<file path="src/rtl/control_unit.sv">
// Multi-cycle RV32I control FSM: sequences fetch/decode/execute and
// drives datapath enables, mux selects and ALU operation per state.
module control_unit (
    input  logic       clk,
    input  logic       reset,
    input  logic [6:0] opcode,
    input  logic [2:0] funct3,
    input  logic       funct7_5,
    input  logic       equal,
    input  logic       zero,
    output logic       pc_write,
    output logic       ir_write,
    output logic       mem_write,
    output logic       reg_write,
    output logic       adr_src,
    output logic [1:0] alu_src_a,
    output logic [1:0] alu_src_b,
    output logic [1:0] result_src,
    output logic [3:0] alu_op,
    output logic       retire,
    output logic [3:0] state
);

    typedef enum logic [3:0] {
        S_FETCH    = 4'd0,
        S_DECODE   = 4'd1,
        S_MEMADR   = 4'd2,
        S_MEMREAD  = 4'd3,
        S_MEMWB    = 4'd4,
        S_MEMWRITE = 4'd5,
        S_EXEC_R   = 4'd6,
        S_EXEC_I   = 4'd7,
        S_ALUWB    = 4'd8,
        S_BRANCH   = 4'd9,
        S_JAL      = 4'd10
    } state_t;

    localparam logic [6:0] OP_LOAD   = 7'b0000011;
    localparam logic [6:0] OP_STORE  = 7'b0100011;
    localparam logic [6:0] OP_R      = 7'b0110011;
    localparam logic [6:0] OP_I      = 7'b0010011;
    localparam logic [6:0] OP_BRANCH = 7'b1100011;
    localparam logic [6:0] OP_JAL    = 7'b1101111;

    localparam logic [3:0] ALU_ADD  = 4'b0000;
    localparam logic [3:0] ALU_SUB  = 4'b0001;
    localparam logic [3:0] ALU_AND  = 4'b0010;
    localparam logic [3:0] ALU_OR   = 4'b0011;
    localparam logic [3:0] ALU_XOR  = 4'b0100;
    localparam logic [3:0] ALU_SLT  = 4'b0101;
    localparam logic [3:0] ALU_SLTU = 4'b0110;
    localparam logic [3:0] ALU_SLL  = 4'b0111;
    localparam logic [3:0] ALU_SRL  = 4'b1000;
    localparam logic [3:0] ALU_SRA  = 4'b1001;

    state_t state_q;
    state_t state_d;
    logic   unused_zero;

    assign unused_zero = zero;
    assign state       = state_q;

    // funct7_5 selects SUB only for register ops; immediates have no SUBI
    function automatic logic [3:0] alu_dec(
        input logic [2:0] f3,
        input logic       f7,
        input logic       is_r
    );
        logic [3:0] op;
        case (f3)
            3'b000:  op = (is_r && f7) ? ALU_SUB : ALU_ADD;
            3'b001:  op = ALU_SLL;
            3'b010:  op = ALU_SLT;
            3'b011:  op = ALU_SLTU;
            3'b100:  op = ALU_XOR;
            3'b101:  op = f7 ? ALU_SRA : ALU_SRL;
            3'b110:  op = ALU_OR;
            default: op = ALU_AND;
        endcase
        return op;
    endfunction

    always_ff @(posedge clk) begin
        if (reset) state_q <= S_FETCH;
        else       state_q <= state_d;
    end

    always_comb begin
        state_d    = S_FETCH;
        pc_write   = 1'b0;
        ir_write   = 1'b0;
        mem_write  = 1'b0;
        reg_write  = 1'b0;
        adr_src    = 1'b0;
        alu_src_a  = 2'b00;
        alu_src_b  = 2'b00;
        result_src = 2'b00;
        alu_op     = ALU_ADD;
        retire     = 1'b0;
        case (state_q)
            S_FETCH: begin
                state_d    = S_DECODE;
                ir_write   = 1'b1;
                pc_write   = 1'b1;
                alu_src_b  = 2'b10;
                result_src = 2'b10;
            end
            S_DECODE: begin
                alu_src_a = 2'b01;
                alu_src_b = 2'b01;
                unique case (1'b1)
                    opcode == OP_LOAD,
                    opcode == OP_STORE:  state_d = S_MEMADR;
                    opcode == OP_R:      state_d = S_EXEC_R;
                    opcode == OP_I:      state_d = S_EXEC_I;
                    opcode == OP_BRANCH: state_d = S_BRANCH;
                    opcode == OP_JAL:    state_d = S_JAL;
                    default: begin
                        state_d = S_FETCH;
                        retire  = 1'b1;
                    end
                endcase
            end
            S_MEMADR: begin
                state_d   = (opcode == OP_LOAD) ? S_MEMREAD : S_MEMWRITE;
                alu_src_a = 2'b10;
                alu_src_b = 2'b01;
            end
            S_MEMREAD: begin
                state_d = S_MEMWB;
                adr_src = 1'b1;
            end
            S_MEMWB: begin
                result_src = 2'b01;
                reg_write  = 1'b1;
                retire     = 1'b1;
            end
            S_MEMWRITE: begin
                adr_src   = 1'b1;
                mem_write = 1'b1;
                retire    = 1'b1;
            end
            S_EXEC_R: begin
                state_d   = S_ALUWB;
                alu_src_a = 2'b10;
                alu_op    = alu_dec(funct3, funct7_5, 1'b1);
            end
            S_EXEC_I: begin
                state_d   = S_ALUWB;
                alu_src_a = 2'b10;
                alu_src_b = 2'b01;
                alu_op    = alu_dec(funct3, funct7_5, 1'b0);
            end
            S_ALUWB: begin
                reg_write = 1'b1;
                retire    = 1'b1;
            end
            S_BRANCH: begin
                alu_src_a = 2'b10;
                alu_op    = ALU_SUB;
                retire    = 1'b1;
                pc_write  = ((funct3 == 3'b000) && equal) ||
                            ((funct3 == 3'b001) && !equal);
            end
            S_JAL: begin
                state_d   = S_ALUWB;
                alu_src_a = 2'b01;
                alu_src_b = 2'b10;
                pc_write  = 1'b1;
            end
            default: state_d = S_FETCH;
        endcase
        // a reset cycle must never commit anything
        if (reset) begin
            pc_write  = 1'b0;
            ir_write  = 1'b0;
            mem_write = 1'b0;
            reg_write = 1'b0;
            retire    = 1'b0;
        end
    end

endmodule

</file>
<file path="config.mk">
export PLATFORM = sky130hd
export DESIGN_NAME = control_unit
export DESIGN_NICKNAME = d
export VERILOG_FILES = /design/src/rtl/control_unit.sv
export SDC_FILE = /design/constraint.sdc
export NUM_CORES = 1
export LEC_CHECK = 0
export BUFFER_PORTS_ARGS = -buffer_cell sky130_fd_sc_hd__buf_4
export CAP_MARGIN = 20
export CORE_AREA = 5 5 42 44
export CTS_BUF_LIST = sky130_fd_sc_hd__clkbuf_8
export DETAILED_ROUTE_END_ITERATION = 7
export DIE_AREA = 0 0 47 49
export PLACE_DENSITY_LB_ADDON = 0.25
export REMOVE_ABC_BUFFERS = 1
export SLEW_MARGIN = 15
export SYNTH_ARGS = -nofsm -noshare
export SYNTH_HDL_FRONTEND = slang
export SYNTH_SLANG_ARGS = --single-unit
export TNS_END_PERCENT = 1
</file>
<file path="constraint.sdc">
create_clock -name clk -period 2.9 [get_ports clk]
set_clock_uncertainty 0.15 [all_clocks]
set_input_delay 0.145 -clock clk [delete_from_list [all_inputs] [get_ports clk]]
set_output_delay 0.145 -clock clk [all_outputs]
set_load 0.005 [all_outputs]
</file>
Word level (Yosys, flattened, before mapping)
Cells that the tools add are included.
{"block": "op_classes", "eq_ne": 22, "reduce_logical": 16, "shift": 0, "bitwise_logic": 0, "order_cmp": 0, "n_div": 0, "muxes": 23, "add_sub_neg": 0, "multipliers": 0}
{"operator": "$pmux W4 S7", "n": 2}
{"operator": "$pmux W4 S5", "n": 2}
{"operator": "$eq A4 B3 Y1 const B", "n": 4}
{"operator": "$eq A7 B6 Y1 const B", "n": 2}
{"operator": "$eq A7 B7 Y1 const B", "n": 2}
{"operator": "$eq A4 B4 Y1 const B", "n": 3}
{"operator": "$mux W1", "n": 12}
{"operator": "$pmux W2 S2", "n": 3}
{"operator": "$pmux W4 S3", "n": 1}
{"operator": "$reduce_or A2 Y1", "n": 5}
{"operator": "$eq A3 B3 Y1 const B", "n": 3}
{"operator": "$eq A4 B2 Y1 const B", "n": 2}
{"operator": "$reduce_or A4 Y1", "n": 2}
{"operator": "$eq A7 B2 Y1 const B", "n": 1}
{"operator": "$eq A7 B5 Y1 const B", "n": 1}
{"operator": "$eq A3 B2 Y1 const B", "n": 2}
{"operator": "$reduce_or A3 Y1", "n": 2}
{"operator": "$reduce_or A6 Y1", "n": 1}
{"operator": "$eq A4 B1 Y1 const B", "n": 1}
{"operator": "$logic_not A4 Y1", "n": 1}
{"operator": "$pmux W1 S2", "n": 2}
{"operator": "$eq A3 B1 Y1 const B", "n": 1}
{"operator": "$logic_not A3 Y1", "n": 1}
{"operator": "$mux W3", "n": 1}
{"operator": "3 further kinds", "n": 4}
{"block": "totals", "output_inout_bits": 20, "ram_bits": 0, "latch_bits": 0, "reg_bits": 4, "input_bits": 15, "romBits": 0, "mem_count": 0, "elab_cells": 62}

Longest topological paths before layout
Gate-level depths: netlist of the first run.
{"block": "depth", "ltp_word": 5, "mapped_depth": 5, "ltp_nobuf": 4}

Least setup slack after synthesis of the first run
No wires, ideal clock.
{"block": "synth_path", "kind": "register to output", "from": "register state_q[1] (netlist: state[1])", "to": "output port pc_write", "n_path_buf": 1, "required_time_ns": 2.605, "stages_incl_launch_ff": 6, "setup_slack_ns": 1.251, "arrival_ns": 1.354, "cell_sequence": "dfxtp_1 > buf_4 > nand2b_1 > nor3_1 > a21oi_1 > a2111oi_0"}
{"block": "synth_between", "elab_chain_cells": 4, "word_cells_on_any_way": 6, "cone_classes": "eq/ne (2); mux (2); reduce/logical (2)"}
{"element": "start: declaration", "line_no": "56", "source": "state_t state_q;"}
{"element": "start signal: assignment", "line_no": "85", "source": "else state_q <= state_d;"}
{"element": "$eq A4 B4 Y1 or $logic_not A4 Y1 (tied branches)", "line_no": "100", "source": "case (state_q)"}
{"element": "$reduce_or A2 Y1 (no source line)"}
{"element": "$pmux W1 S2 *", "line_no": "100"}
{"element": "$mux W1 *", "line_no": "174", "source": "if (reset) begin"}
{"element": "end: declaration", "line_no": "11", "source": "output logic pc_write,"}
Every way passes the cells marked *; elsewhere a longest branch is shown, timed or not.

Worst setup path in the final report of the first run
Same ends and word-level chain as after synthesis.

==> flow_summary.json, run 1 <==
{
  "clock_path_buffers": 2,
  "clockPowerShare_pct": 46.8,
  "power.leakage_nw": 0.371,
  "rsz0062_at_grt": "false",
  "clk_pin_slew_ns": 0.03,
  "dr.pass1.iters": 4,
  "track_usage_pct": 14.3,
  "ys.flop_type": "dfxtp_1",
  "grt_first_pass_wirelength_um": 2550,
  "period_share_pct": 75.3,
  "routedWlPerCell_um": 12.4,
  "worstSetupPathType": "reg2out",
  "synth_common_cells": "nor3_1 (11), nor2_1 (9), a21oi_1 (7), nand2_1 (7), nand2b_1 (6)",
  "tightestPinTransition_ns": 0.579,
  "yosysWarnings": 0,
  "die_x_um": 47,
  "synthSimpleGateAreaFrac_pct": 49.3,
  "synth_seq_area_share_pct": 14.8,
  "p_per_area_nw_per_um2": 287,
  "via_count": 702,
  "fill_cells": 154,
  "start_util_pct": 38.6,
  "cp.required_ns": 2.61,
  "ff_latch_area_um2": 80.1,
  "ys_ff_latch": 4,
  "slew-limit-headroom_pct": 61.4,
  "cts_buffers": 3,
  "numPortBuffers": 33,
  "boundaryPins": 35,
  "multiInputGateArea_um2": 427,
  "endpoint_kind": "output pin",
  "vias_per_cell": 5.40,
  "p_comb_share_pct": 29.0,
  "cpPeakStageDelay_ns": 0.48,
  "core-area_um2": 1400,
  "seq_power_share_pct": 24.2,
  "maxCapViolations": 0,
  "routed_wl_um": 1610,
  "max_freq_mhz": 458,
  "cts_max_level": 1,
  "place.gp.congestion": 0.787,
  "cp-start-kind": "flip-flop",
  "setup_ws_ns": 0.715,
  "cts_tree": "done",
  "power.switching_w": 0.0000586,
  "intPower_w": 0.000182,
  "hp-class": "in2reg",
  "synth_most_common_cell": "nor3_1",
  "slew_violations": 0,
  "setup-tns-final_ns": 0,
  "setup_viol": 0,
  "async_reset_ff_share_pct": 0,
  "synth_top_family_by_area": "simple AND/OR/NAND/NOR gates",
  "drc": 0,
  "grt_pass1_vias": 644,
  "synthDistinctLibCells": 33,
  "crit_chain": "nand2b_1, nor3_1, a21oi_1, a2111oi_0, buf_4",
  "crit_fanout": 18,
  "netlist_instances": 81,
  "pre_cts_slack_ns": 0.921,
  "fin_nets": 131,
  "synth_fa_ha_area_share_pct": 0,
  "antenna_found_initial": 0,
  "diodes": 0,
  "synth_edf_count": 0,
  "switching_share_pct": 24.4,
  "period_minus_slack_ns": 2.18,
  "status": "complete, no violations",
  "synth_mux_area_share_pct": 1.85,
  "synth-xor-area-share_pct": 8.10,
  "drive_above_1_share_pct": 35.1,
  "drtIter0Drc": 17,
  "ir_worst_vdd_uv": 313,
  "clk_latency_ns": 0.21,
  "clock_sinks": 4,
  "ant_nets": 0,
  "dp_hpwl_um": 1240,
  "syn_area_per_cell_um2": 6.67,
  "synth_largest_area_cell": "dfxtp_1",
  "largest_reg_flops": 4,
  "netlist.area_leader.share_pct": 14.8,
  "syn2layout_area_growth_pct": 54.9,
  "crit_buf_inv": 1,
  "synth-compound-area-share_pct": 19.7,
  "dieArea_um2": 2300,
  "synthesis.area_um2": 541,
  "ys_top_cells_by_area": "dfxtp_1 (15%), nor3_1 (10%), nand2b_1 (6.9%)",
  "die_y_um": 49,
  "grt_max_degree": 19,
  "floorplan.rows": 14,
  "cts_root_buffer": "clkbuf_8",
  "cp.arrival_ns": 1.89,
  "crit_path_top_delay_cell": "dfxtp_1",
  "final_hold_viol_count": 0,
  "critPathTopFamily": "simple AND/OR/NAND/NOR gates",
  "grt.overflow.total": 0
}
==> kinds of logic (layout without fill, tap and decap cells) <==
| kind of cell | after synthesis | in the layout |
|---|---|---|
| AOI/OAI and AO/OA | 17 | 17 |
| xor gates and xnor gates | 5 | 5 |
| buffers and inverters | 6 | 39 |
| DFF | 4 | 4 |
| muxes | 1 | 1 |
| and+or+nand+nor | 48 | 48 |
==> worst reg2reg max path: cells and delay by family (launching register included) <==
kind / cells / cell delay [ns]
and+or+nand+nor: 3 / 0.76
AOI/OAI and AO/OA: 1 / 0.15
DFF: 1 / 0.48
==> power groups by stage <==
stage / Combinational, W / Sequential (W) / Clock, W
2_1_floorplan: 0.0000254 / 0.0000617 / 0
3_3_place_gp: 0.0000678 / 0.0000588 / 0
3_5_place_dp: 0.0000688 / 0.0000589 / 0
4_1_cts: 0.0000702 / 0.0000583 / 0.000115
5_1_grt: 0.0000774 / 0.0000586 / 0.000122
6_report: 0.0000697 / 0.0000583 / 0.000113
==> layout make-up <==
| class | instances | share of cell area (%) |
|---|---|---|
| inverters | 1 | 0.448 |
| clock buffers | 3 | 4.93 |
| repair buffers | 35 | 31.7 |
| flip-flops and latches | 4 | 9.57 |
| multi-input cells | 71 | 51.0 |
| well taps | 16 | 2.39 |
==> layer usage <==
| metal | share of wire, % | up-vias | track usage, % |
|---|---|---|---|
| met5 | 0 | - | 0 |
| met4 | 0 | 0 | 1.38 |
| met3 | 7.8 | 0 | 4.80 |
| met2 | 53 | 25 | 23.8 |
| met1 | 40 | 313 | 18.0 |
| li1 | - | 364 | - |
==> cells in the final DEF, fill, tap and decap left out, drive strengths merged, types with 3 or more instances in the layout <==
master  count
buf        34
nor3       11
nor2        9
a21oi       7
nand2       7
nand2b      6
dfxtp       4
xor2        3
o22ai       3
clkbuf      3
==> stage by stage <==
step                util [%]  total power [W]  instances  hold WS (ns)  area (um^2)
global route            59.7         0.000258        130        0.0689          837
CTS                     59.7         0.000243        130        0.0709          837
detailed placement      56.1         0.000128        126         0.216          786
floorplan                  -        0.0000871         76        0.0641          510
global placement        56.1         0.000127        126         0.216          786
finish                  59.7         0.000241        130        0.0707          837
==> worst paths after layout <==
kind | start | to | slack, ns | cells past startpoint
hold / removal | opcode[0] | state[3]$_SDFF_PP0_ | 0.07 | 3
setup reg to reg | state[1]$_SDFF_PP0_ | state[3]$_SDFF_PP0_ | 1.30 | 4
hold reg to reg | state[0]$_SDFF_PP0_ | state[0]$_SDFF_PP0_ | 0.51 | 2
setup / recovery | state[1]$_SDFF_PP0_ | pc_write | 0.72 | 5
==> what timing repair did <==
item / in CTS / in global routing
resized for setup: 0 / 0
endpoints found under the hold margin: 1 / 0
setup buffers: 0 / 0
hold buffers: 1 / 0
(Power assumes the default switching activity.)
==> inputs of run 2 (changes only) <==
Settings changed: ABC_AREA from default to 1.
Clock period 2.9 ns to 2.2 ns, I/O delays scaled along.
==> flow_summary.json, run 2 <==
{
  "status": "complete, no violations",
  "antenna_found_initial": 0,
  "grt_pass1_vias": 692,
  "synth_seq_area_share_pct": 15.0,
  "setup-tns-final_ns": 0,
  "largest_reg_flops": 4,
  "period_minus_slack_ns": 1.66,
  "max_freq_mhz": 602,
  "die_y_um": 49,
  "reg2reg_to": "state[1]$_SDFF_PP0_",
  "dpl_cell_area_um2": 797,
  "final_hold_viol_count": 0,
  "drc": 0,
  "slew_violations": 0,
  "clockPowerShare_pct": 49.0,
  "syn_area_per_cell_um2": 4.89,
  "routed_wl_um": 1550,
  "worstSetupEndpoint": "retire",
  "vias_per_cell": 4.76,
  "rr_startpoint": "state[2]$_SDFF_PP0_",
  "cts_max_level": 1,
  "dp_hpwl_um": 1300,
  "clk_pin_slew_ns": 0.03,
  "crit_fanout": 8,
  "place.gp.congestion": 0.778,
  "endpoint_kind": "output pin",
  "slew-limit-headroom_pct": 79.8,
  "async_reset_ff_share_pct": 0,
  "grt_first_pass_wirelength_um": 2600,
  "instances_no_fill": 161,
  "die_x_um": 47,
  "worstSetupPathType": "reg2out",
  "topRoutingLayerUsed": "met4",
  "yosysWarnings": 0,
  "synth_most_common_cell": "nand2_1",
  "track_usage_pct": 15.1,
  "p_per_area_nw_per_um2": 378,
  "period_share_pct": 75.5,
  "synth_edf_count": 0,
  "cts_tree": "done",
  "worst-r2r-setup-slack_ns": 0.89,
  "grt.overflow.total": 0,
  "tightestPinTransition_ns": 0.302,
  "final_common_cell": "buf_4",
  "drtIter0Drc": 9,
  "dr.pass1.iters": 4,
  "routedWlPerCell_um": 9.65,
  "route.met3.wl_um": 154,
  "cp.arrival_ns": 1.40,
  "syn2layout_area_growth_pct": 59.2,
  "core-area_um2": 1400,
  "crit_path_top_delay_cell": "dfxtp_1",
  "multiInputGateArea_um2": 374,
  "fin_nets": 162,
  "cts_root_buffer": "clkbuf_8",
  "clk_latency_ns": 0.22,
  "via_count": 766,
  "maxCapViolations": 0,
  "switching_share_pct": 26.7,
  "diodes": 0,
  "cts_buffers": 3,
  "dr_wl_met2_um": 759,
  "place_inst": 157,
  "ant_nets": 0,
  "p_total_w": 0.000321,
  "netlist_instances": 109,
  "synth_common_cells": "nand2_1 (32), nor2_1 (22), inv_1 (18), nand3_1 (7), a21oi_1 (6)",
  "ir_worst_vdd_uv": 165,
  "synthDistinctLibCells": 18,
  "power.leakage_nw": 0.509,
  "power.switching_w": 0.0000856,
  "synthesis.area_um2": 533,
  "grt_max_degree": 9,
  "numPortBuffers": 33,
  "rsz0062_at_grt": "false",
  "start_util_pct": 38.0,
  "fill_cells": 154,
  "ys_top_cells_by_area": "nand2_1 (23%), nor2_1 (15%), dfxtp_1 (15%)",
  "met1_length_um": 611,
  "crit_start": "state[0]$_SDFF_PP0_",
  "ys.flop_type": "dfxtp_1",
  "cp-start-kind": "flip-flop",
  "intPower_w": 0.000235,
  "cpPeakStageDelay_ns": 0.48,
  "clock_sinks": 4,
  "cp.required_ns": 1.94,
  "ys_ff_latch": 4,
  "postCtsSetupBuffers": 0,
  "setup_viol": 0,
  "seq_power_share_pct": 24.5,
  "crit_chain": "nand2_2, nor2_4, nand4_1, a21oi_1, buf_4",
  "drive_above_1_share_pct": 29.7,
  "final_core_util_pct": 60.5,
  "ff_latch_area_um2": 80.1,
  "floorplan.rows": 14,
  "netlist.area_leader.share_pct": 22.5,
  "dieArea_um2": 2300,
  "p_comb_share_pct": 26.5,
  "hp-class": "in2reg",
  "layout_common_cells": "buf_4 (33), nand2_1 (32), nor2_1 (22)",
  "stdcell_area_um2": 848,
  "clock_path_buffers": 2,
  "synth_largest_area_cell": "nand2_1",
  "reg2reg_depth": 6,
  "boundaryPins": 35
}
-- run 2: cell types whose count changed after synthesis, moves of 6 or more --
cell,change
nor3_1,-10
nand3_1,+6
nor2_1,+13
inv_1,+17
nand2b_1,-6
nand2_1,+25
-- run 2: cell type report --
cell class / instances / area share, %
timing repair buffer: 34 / 30.4
inverter: 20 / 8.85
clock buffer: 3 / 4.87
sequential: 4 / 9.44
multi-input combinational: 84 / 44.1
tap: 16 / 2.36
-- run 2: cells by family after synthesis --
family / count (synthesis) / share of synthesized area, %
AO/OA/AOI/OAI: 14 / 14.3
AND/OR/NAND/NOR: 70 / 55.9
flip-flops: 4 / 15.0
buffers and inverters: 21 / 14.8
-- run 2: worst min path at each step --
stage | startpoint | to | slack (ns) | cells past startpoint
floorplan | reset | state[0]$_SDFF_PP0_ | 0.03 | 1
global placement | reset | state[0]$_SDFF_PP0_ | 0.19 | 2
detailed placement | reset | state[0]$_SDFF_PP0_ | 0.19 | 2
CTS | opcode[5] | state[1]$_SDFF_PP0_ | 0.07 | 4
global route | opcode[5] | state[1]$_SDFF_PP0_ | 0.10 | 4
finish | opcode[5] | state[1]$_SDFF_PP0_ | 0.08 | 4
-- run 2: power by group through the flow --
stage	logic, W	clock network (W)	registers [W]
floorplan	0.0000370	0	0.0000790
global placement	0.0000829	0	0.0000796
detailed placement	0.0000842	0	0.0000796
CTS	0.0000860	0.000160	0.0000787
global route	0.0000957	0.000170	0.0000793
finish	0.0000851	0.000157	0.0000786
-- run 2: layer usage --
| metal | track usage (%) | up-vias |
|---|---|---|
| met1 | 17.9 | 324 |
| met4 | 6.91 | 0 |
| met3 | 4.06 | 3 |
| met5 | 0 | - |
| met2 | 24.2 | 26 |
| li1 | - | 413 |
-- run 2: worst max-delay path: cells and delay by family (launching register included) --
kind / cells / cell delay [ns]
buffers and inverters: 1 / 0.13
AND/OR/NAND/NOR: 3 / 0.43
AO/OA/AOI/OAI: 1 / 0.15
flip-flops: 1 / 0.48
-- run 2: timing repair --
| item | in CTS | in global routing |
|---|---|---|
| hold endpoints to repair | 2 | 0 |
| hold buffers | 1 | 0 |
| gates resized for setup | 0 | 0 |
-- run 2: metrics by stage --
| step | hold slack (ns) | setup slack [ns] |
|---|---|---|
| final | 0.0796 | 0.538 |
| after global routing | 0.101 | 0.354 |
| after CTS | 0.0738 | 0.530 |
| after detailed placement | 0.193 | 0.769 |
| after global placement | 0.193 | 0.775 |
| after floorplan | 0.0291 | 0.987 |
